==> config.mk <==
export PLATFORM = sky130hd
export DESIGN_NAME = sparc_exu_aluzdet
export DESIGN_NICKNAME = d
export VERILOG_FILES = /design/src/rtl/exu_zdet_pkg.sv /design/src/rtl/sparc_exu_aluzdet_grpz.sv /design/src/rtl/sparc_exu_aluzdet.sv
export SDC_FILE = /design/constraint.sdc
export NUM_CORES = 1
export LEC_CHECK = 0
export ABC_AREA = 1
export BUFFER_PORTS_ARGS = -buffer_cell sky130_fd_sc_hd__buf_4
export CAP_MARGIN = 20
export CELL_PAD_IN_SITES_DETAIL_PLACEMENT = 1
export CELL_PAD_IN_SITES_GLOBAL_PLACEMENT = 1
export CORE_AREA = 2 2 86 96
export DETAILED_ROUTE_END_ITERATION = 8
export DIE_AREA = 0 0 88 98
export PLACE_DENSITY = 0.76
export SETUP_SLACK_MARGIN = 0.3
export SLEW_MARGIN = 20
export SYNTH_ARGS = -nofsm -noshare
export SYNTH_HDL_FRONTEND = slang
export SYNTH_SLANG_ARGS = --single-unit
export TNS_END_PERCENT = 10
==> constraint.sdc <==
create_clock -name rclk -period 1.4 [get_ports rclk]
set_input_delay 0.07 -clock rclk [delete_from_list [all_inputs] [get_ports rclk]]
set_output_delay 0.07 -clock rclk [all_outputs]
set_load 0.05 [all_outputs]
==> src/rtl/exu_zdet_pkg.sv <==
// Shared constants and types for the ALU zero-detect consumer block.
// GRP_W must divide 32 so that no reduction group straddles the icc/xcc
// boundary at bit 32.
package exu_zdet_pkg;

  localparam int W32     = 32;
  localparam int W64     = 64;
  localparam int GRP_W   = 16;
  localparam int CNT_W   = 8;
  localparam int TID_W   = 2;
  localparam int NGRP    = W64 / GRP_W;
  localparam int NGRP_LO = W32 / GRP_W;

  // Stage-1 payload: per-group zero flags of predict and sum, plus tag.
  typedef struct packed {
    logic [NGRP-1:0]  zp;
    logic [NGRP-1:0]  zs;
    logic [TID_W-1:0] tid;
  } s1_pay_t;

endpackage

==> src/rtl/sparc_exu_aluzdet_grpz.sv <==
// Per-group zero reducer.
// Ports:
//   data_i  - W-bit slice of a 64-bit vector
//   zero_o  - 1 when the whole slice is zero
module sparc_exu_aluzdet_grpz #(
  parameter int W = 16
) (
  input  logic [W-1:0] data_i,
  output logic         zero_o
);

  assign zero_o = ~|data_i;

endmodule

==> src/rtl/sparc_exu_aluzdet.sv <==
// ALU sum-predict consumer: two-stage valid/ready pipeline producing the
// icc.Z / xcc.Z flags from the predict vector, cross-checked against the
// true adder sum. Disagreements are counted (saturating) and latched in a
// sticky bit for the debug/RAS path.
// Ports:
//   rclk, reset          - clock, synchronous active-high reset
//   in_vld/in_rdy        - input handshake; spr_in, sum_in, in_tid payload
//   out_vld/out_rdy      - output handshake; out_icc_z, out_xcc_z,
//                          out_mis, out_tid payload
//   err_clr              - clears err_cnt and err_sticky
//   err_cnt, err_sticky  - mismatch logging
module sparc_exu_aluzdet
  import exu_zdet_pkg::*;
(
  input  logic             rclk,
  input  logic             reset,
  input  logic             in_vld,
  output logic             in_rdy,
  input  logic [63:0]      spr_in,
  input  logic [63:0]      sum_in,
  input  logic [TID_W-1:0] in_tid,
  output logic             out_vld,
  input  logic             out_rdy,
  output logic             out_icc_z,
  output logic             out_xcc_z,
  output logic             out_mis,
  output logic [TID_W-1:0] out_tid,
  input  logic             err_clr,
  output logic [CNT_W-1:0] err_cnt,
  output logic             err_sticky
);

  logic [NGRP-1:0] zp_grp;
  logic [NGRP-1:0] zs_grp;

  for (genvar g = 0; g < NGRP; g++) begin : g_grp
    sparc_exu_aluzdet_grpz #(.W(GRP_W)) u_zp (
      .data_i (spr_in[g*GRP_W +: GRP_W]),
      .zero_o (zp_grp[g])
    );
    sparc_exu_aluzdet_grpz #(.W(GRP_W)) u_zs (
      .data_i (sum_in[g*GRP_W +: GRP_W]),
      .zero_o (zs_grp[g])
    );
  end

  s1_pay_t          s1_d, s1_q;
  logic             s1_vld_q;
  logic             s2_vld_q;
  logic             icc_d, xcc_d, mis_d;
  logic             icc_q, xcc_q, mis_q;
  logic [TID_W-1:0] tid2_q;
  logic             s1_adv, s2_adv;
  logic [CNT_W-1:0] err_cnt_d, err_cnt_q;
  logic             err_sticky_d, err_sticky_q;
  logic             mis_take;

  // Flow control: a full pipe stalls only when the output is blocked, so
  // in_rdy depends combinationally on out_rdy and no bubble is introduced.
  assign s2_adv = ~s2_vld_q | out_rdy;
  assign s1_adv = ~s1_vld_q | s2_adv;
  assign in_rdy = s1_adv;

  always_comb begin
    logic icc_s, xcc_s;
    s1_d.zp  = zp_grp;
    s1_d.zs  = zs_grp;
    s1_d.tid = in_tid;
    icc_d    = &s1_q.zp[NGRP_LO-1:0];
    xcc_d    = &s1_q.zp;
    icc_s    = &s1_q.zs[NGRP_LO-1:0];
    xcc_s    = &s1_q.zs;
    mis_d    = (icc_d ^ icc_s) | (xcc_d ^ xcc_s);
  end

  always_ff @(posedge rclk) begin
    if (reset) begin
      s1_vld_q <= 1'b0;
      s1_q     <= '0;
    end else if (s1_adv) begin
      s1_vld_q <= in_vld;
      if (in_vld) s1_q <= s1_d;
    end
  end

  always_ff @(posedge rclk) begin
    if (reset) begin
      s2_vld_q <= 1'b0;
      icc_q    <= 1'b0;
      xcc_q    <= 1'b0;
      mis_q    <= 1'b0;
      tid2_q   <= '0;
    end else if (s2_adv) begin
      s2_vld_q <= s1_vld_q;
      if (s1_vld_q) begin
        icc_q  <= icc_d;
        xcc_q  <= xcc_d;
        mis_q  <= mis_d;
        tid2_q <= s1_q.tid;
      end
    end
  end

  // Only mismatches that actually leave the block are logged; err_clr wins
  // over a same-cycle mismatch.
  assign mis_take = s2_vld_q & out_rdy & mis_q;

  always_comb begin
    err_cnt_d    = err_cnt_q;
    err_sticky_d = err_sticky_q;
    if (err_clr) begin
      err_cnt_d    = '0;
      err_sticky_d = 1'b0;
    end else if (mis_take) begin
      if (err_cnt_q != '1) err_cnt_d = err_cnt_q + CNT_W'(1);
      err_sticky_d = 1'b1;
    end
  end

  always_ff @(posedge rclk) begin
    if (reset) begin
      err_cnt_q    <= '0;
      err_sticky_q <= 1'b0;
    end else begin
      err_cnt_q    <= err_cnt_d;
      err_sticky_q <= err_sticky_d;
    end
  end

  assign out_vld    = s2_vld_q;
  assign out_icc_z  = icc_q;
  assign out_xcc_z  = xcc_q;
  assign out_mis    = mis_q;
  assign out_tid    = tid2_q;
  assign err_cnt    = err_cnt_q;
  assign err_sticky = err_sticky_q;

endmodule

Word level (Yosys, flattened, before mapping)
Cells that the tools add are included.
Operators by class
  add/subtract/negate cells: 1
  equal/unequal tests: 1
  bitwise gates (word level): 9
  reductions and logical operators: 24
Operator list (number)
  OR reduction 16 bit: 8
  AND reduction 2 bit: 5
  adder 8 x 1 -> 8 bit (second input constant): 1
  logical NOT 1 bit: 8
  != test 8 bit (second input constant): 1
  AND reduction 4 bit: 2
  OR 1 bit: 3
  AND 1 bit: 2
  inverter 1 bit: 2
  OR reduction 2 bit: 1
  XOR 1 bit: 2
Storage, ports and cells
  flip-flop bits (word level): 26
  output and inout port bits: 16
  logic and storage cells: 46

Logic depth before layout (Yosys ltp)
  depth after elaboration: 4
  mapped depth: 8
  gate-level depth less buffers: 8

Hierarchy
A second synthesis with hierarchy kept.
Unflattened totals
  cells, all modules: 365
  area, all modules: 1941.9 um^2
By module, submodules not included
  sparc_exu_aluzdet: instances 1, cells each 149, area each 1111.1 um^2, seq. area each 520.5 um^2
  sparc_exu_aluzdet_grpz: instances 8, cells each 27, area each 103.8 um^2, seq. area each 0.0 um^2

Least setup slack after synthesis
Ideal clock, no wire load.
  kind: flip-flop to flip-flop
  start point: reg s2_vld_q (netlist: out_vld)
  end point: reg s1_q[2] in the netlist's numbering
  setup time: 0.119 ns
  data arrival time: 1.549 ns
  data required time: 1.281 ns
  slack: -0.268 ns
  stages on the path, launching flop included: 7
  period minus slack after synthesis: 1.668 ns
  cell sequence: dfxtp_1 > nand3_2 > nand2_2 > buf_6 > nand2_1 > nand2_1 > a21oi_1
Between the ends
  longest elaborated chain between the ends: 4
RTL lines
  start: declaration: RTL line sparc_exu_aluzdet.sv:49  | logic s2_vld_q;
  start signal: assignment: RTL line sparc_exu_aluzdet.sv:94  | s2_vld_q <= s1_vld_q;
  inverter 1 bit: RTL line sparc_exu_aluzdet.sv:60  | assign s2_adv = ~s2_vld_q | out_rdy;
  OR 1 bit: RTL line sparc_exu_aluzdet.sv:60
  OR 1 bit: RTL line sparc_exu_aluzdet.sv:61  | assign s1_adv = ~s1_vld_q | s2_adv;
  via in_rdy: RTL line sparc_exu_aluzdet.sv:18  | output logic in_rdy,
  AND reduction 2 bit (no line)
  end signal: assignment: RTL line sparc_exu_aluzdet.sv:79  | s1_q <= '0;
  end signal: assignment: RTL line sparc_exu_aluzdet.sv:82  | if (in_vld) s1_q <= s1_d;
  end: declaration: RTL line sparc_exu_aluzdet.sv:47  | s1_pay_t s1_d, s1_q;
The timed path passes the listed nets, and every way through them passes these cells.
A chain may end at the register's enable or synchronous reset.

Worst setup path in the final report
  start point: reg err_cnt_q[1] (netlist: err_cnt[1])
  end point: reg err_cnt_q[5] (netlist: err_cnt[5])
Between the ends
  longest elaborated chain between the ends: 2
  elaborated cells between the ends (all ways): 3
  classes of those cells: add/sub (1); eq/ne (1); reduce/logical (1)
RTL lines
  start: declaration: RTL line sparc_exu_aluzdet.sv:54  | logic [CNT_W-1:0] err_cnt_d, err_cnt_q;
  start signal: assignment: RTL line sparc_exu_aluzdet.sv:125  | err_cnt_q <= err_cnt_d;
  parallel branches: the longest is 2 deep, another holds adder 8 x 1 -> 8 bit
Parallel ways; which one is timed is not known.

==> impl_metrics.env <==
export IMPL_setup_tns_ns=0
export IMPL_yosys_register_bits=26
export IMPL_p_per_area_mw_per_mm2=558
export IMPL_clockRootBuffer="clkbuf_8"
export IMPL_clock_sinks=26
export IMPL_report_power_total_mw=1.67
export IMPL_slowest_stage="dfxtp_4"
export IMPL_avgSynthCellArea_sq_um=5.77
export IMPL_critPathKind="reg -> reg"
export IMPL_pin_count=151
export IMPL_core_area_sq_mm=0.00770
export IMPL_slew_viol_final=0
export IMPL_layout_area_overhead_vs_synth_pct=82.9
export IMPL_dpl_cell_area_sq_mm=0.00293
export IMPL_hp_class="in -> reg"
export IMPL_leakage_nw=1.43
export IMPL_cp_arrival_ns=1.30
export IMPL_antennaDiodeCount=0
export IMPL_dp_cells=540
export IMPL_die_area_sq_mm=0.00862
export IMPL_hold_violations=0
export IMPL_power_switching_mw=0.416
export IMPL_p_seq_frac=0.463
export IMPL_cts_hold_buf=0
export IMPL_ff2ff_path_depth=6
export IMPL_fin_crit_ns=1.13
export IMPL_die_height_um=98
export IMPL_gp_congestion=0.795
export IMPL_place_ws_ns=0.230
export IMPL_cts_buffers=3
export IMPL_crit_fanout=3
export IMPL_final_area_sq_mm=0.00300
export IMPL_firstDrtPassIters=3
export IMPL_synthesis_nets=420
export IMPL_grt_pass1_vias=2408
export IMPL_htree_num_levels=1
export IMPL_fillers=1025
export IMPL_worstSetupStartpoint="err_cnt[1]$_SDFFE_PP0P_"
export IMPL_worst_slack_ns=0.268
export IMPL_endpoint_kind="flop"
export IMPL_combPwrFrac=0.274
export IMPL_grt_start_max_net_pins=15
export IMPL_r2r_start="err_cnt[1]$_SDFFE_PP0P_"
export IMPL_io_buffers=150
export IMPL_layout_drive_gt1_share=0.426
export IMPL_fin_cells=547
export IMPL_ys_seq_area_frac=0.318
export IMPL_rr_endpoint="err_cnt[5]$_SDFFE_PP0P_"
export IMPL_ant_nets=0
export IMPL_clkLatencyLatePin_ns=0.27
export IMPL_cts_tree="built"
export IMPL_vias=2287
export IMPL_min_to="out_vld$_SDFFE_PP0P_"
export IMPL_finalSetupViolations=0
export IMPL_tightestPinTransition_ns=0.194
export IMPL_dp_hpwl_mm=5.04
export IMPL_irDropWorstVdd_mv=0.295
export IMPL_ys_types=21
export IMPL_outcome="finished, final reports clean"
export IMPL_cap_viol_max_count=0
export IMPL_drt_iter0_drc=34
export IMPL_fmax_mhz=883
export IMPL_via_per_inst=4.18
export IMPL_p_sw_frac=0.249
export IMPL_cp_start_kind="flop"
export IMPL_routed_wl_mm=5.67
export IMPL_crit_chain="buf_4, nand3_1, nor2_2, nand2_1, a21oi_1, nor2_1"
export IMPL_clk_path_buf_depth=2
export IMPL_fin_hold_ws_ns=0.0483
export IMPL_grt_use_total=0.136
export IMPL_rsz0062_at_grt="true"
export IMPL_hp_start="reset"
export IMPL_yosysWarnings=0
export IMPL_wire_per_inst_um=10.4
export IMPL_finClkSkew_ns=0.00326
export IMPL_clk_pin_slew_ns=0.09
export IMPL_antenna_found_initial=0
export IMPL_route_detailed_drc=0
export IMPL_hold_path_depth=2
export IMPL_r2r_slack_ns=0.27
export IMPL_syn_area_sq_mm=0.00164
export IMPL_p_int_mw=1.26
export IMPL_syn_inst=284
export IMPL_slowest_delay_ns=0.38
export IMPL_relSlewSlack=0.870
export IMPL_initial_core_util=0.213
export IMPL_final_cell_mix="buf_4, nor2_1, nand2_1"
export IMPL_grt_pass1_wl_mm=9.79
export IMPL_grt_overflow_total=0
export IMPL_p_clk_frac=0.263
export IMPL_row_count=34
export IMPL_fin_util=0.389
export IMPL_cp_required_ns=1.57
export IMPL_nNetsFinal=576
export IMPL_layout_commonest_cell="buf_4"
export IMPL_die_w_um=88
export IMPL_period_share=0.809
[area by class of cell]
type / instances / area, sq um / share of cell area
clock buffer: 4 / 45.0 / 0.0150
inverter: 20 / 76.3 / 0.0255
sequential: 26 / 541 / 0.180
multi-input combinational: 236 / 1050 / 0.351
tap: 108 / 135 / 0.0451
timing repair buffer: 153 / 1150 / 0.383
[synth_stat cells, drive strengths merged]
cell    number  area share
nor2       106        0.26
nand2       89        0.22
dfxtp       26        0.32
a21oi       20       0.061
inv         19       0.044
nand3        9       0.034
o21ai        8       0.024
buf          2       0.014
clkinv       1      0.0031
ha           1      0.0076
nand4        1      0.0038
nor3         1      0.0061
o21a         1      0.0046
[worst max-delay path by stage]
stage | to | slack, ns | cells past startpoint
2_1_floorplan | err_cnt[5]$_SDFFE_PP0P_ | 0.20 | 8
3_3_place_gp | err_cnt[5]$_SDFFE_PP0P_ | 0.29 | 8
3_5_place_dp | err_cnt[5]$_SDFFE_PP0P_ | 0.23 | 8
4_1_cts | err_cnt[5]$_SDFFE_PP0P_ | 0.26 | 8
5_1_grt | err_cnt[5]$_SDFFE_PP0P_ | 0.20 | 8
6_report | err_cnt[5]$_SDFFE_PP0P_ | 0.27 | 6
[worst max-delay path, delay by kind of cell (launching register included)]
family / cells / cell delay, ns
compound gates: 1 / 0.14
buf+inv: 1 / 0.11
simple gates: 4 / 0.41
flops: 1 / 0.38
[power groups by stage]
stage                     Combinational [mW]  Sequential [mW]  Clock (mW)
after detailed placement               0.466            0.792           0
final                                  0.458            0.774       0.440
after global placement                 0.455            0.791           0
after floorplan                        0.125            0.810           0
after CTS                              0.467            0.775       0.464
after global routing                   0.514            0.778       0.500
[registers in the layout, summed over array words and instances, names as in the netlist]
signal / flops
s1_vld_q: 1
out_icc_z: 1
out_vld: 1
err_cnt: 8
err_sticky: 1
out_tid: 2
out_mis: 1
out_xcc_z: 1
s1_q: 10
[timing repair]
item / in CTS / in global routing
endpoints found under the setup margin: 7 / 10
gates resized for setup: 1 / 0
buffers inserted: 3 / 0
pin swaps: 5 / 1
endpoints found under the hold margin: 0 / 0
[cells by family after synthesis]
| family | after synthesis | share of synthesized area |
|---|---|---|
| simple gates | 206 | 0.524 |
| compound gates | 29 | 0.0901 |
| flops | 26 | 0.318 |
| buf+inv | 22 | 0.0603 |
| fa+ha+maj | 1 | 0.00763 |
[layer usage]
metal	up-vias	global-route usage	routed length, um
met1	1007	0.144	2050
met4	0	0.0249	63
li1	1184	-	-
met3	8	0.0279	419
met2	88	0.268	3130
met5	-	0	0
Note: power is estimated with default switching activity, not from simulation.
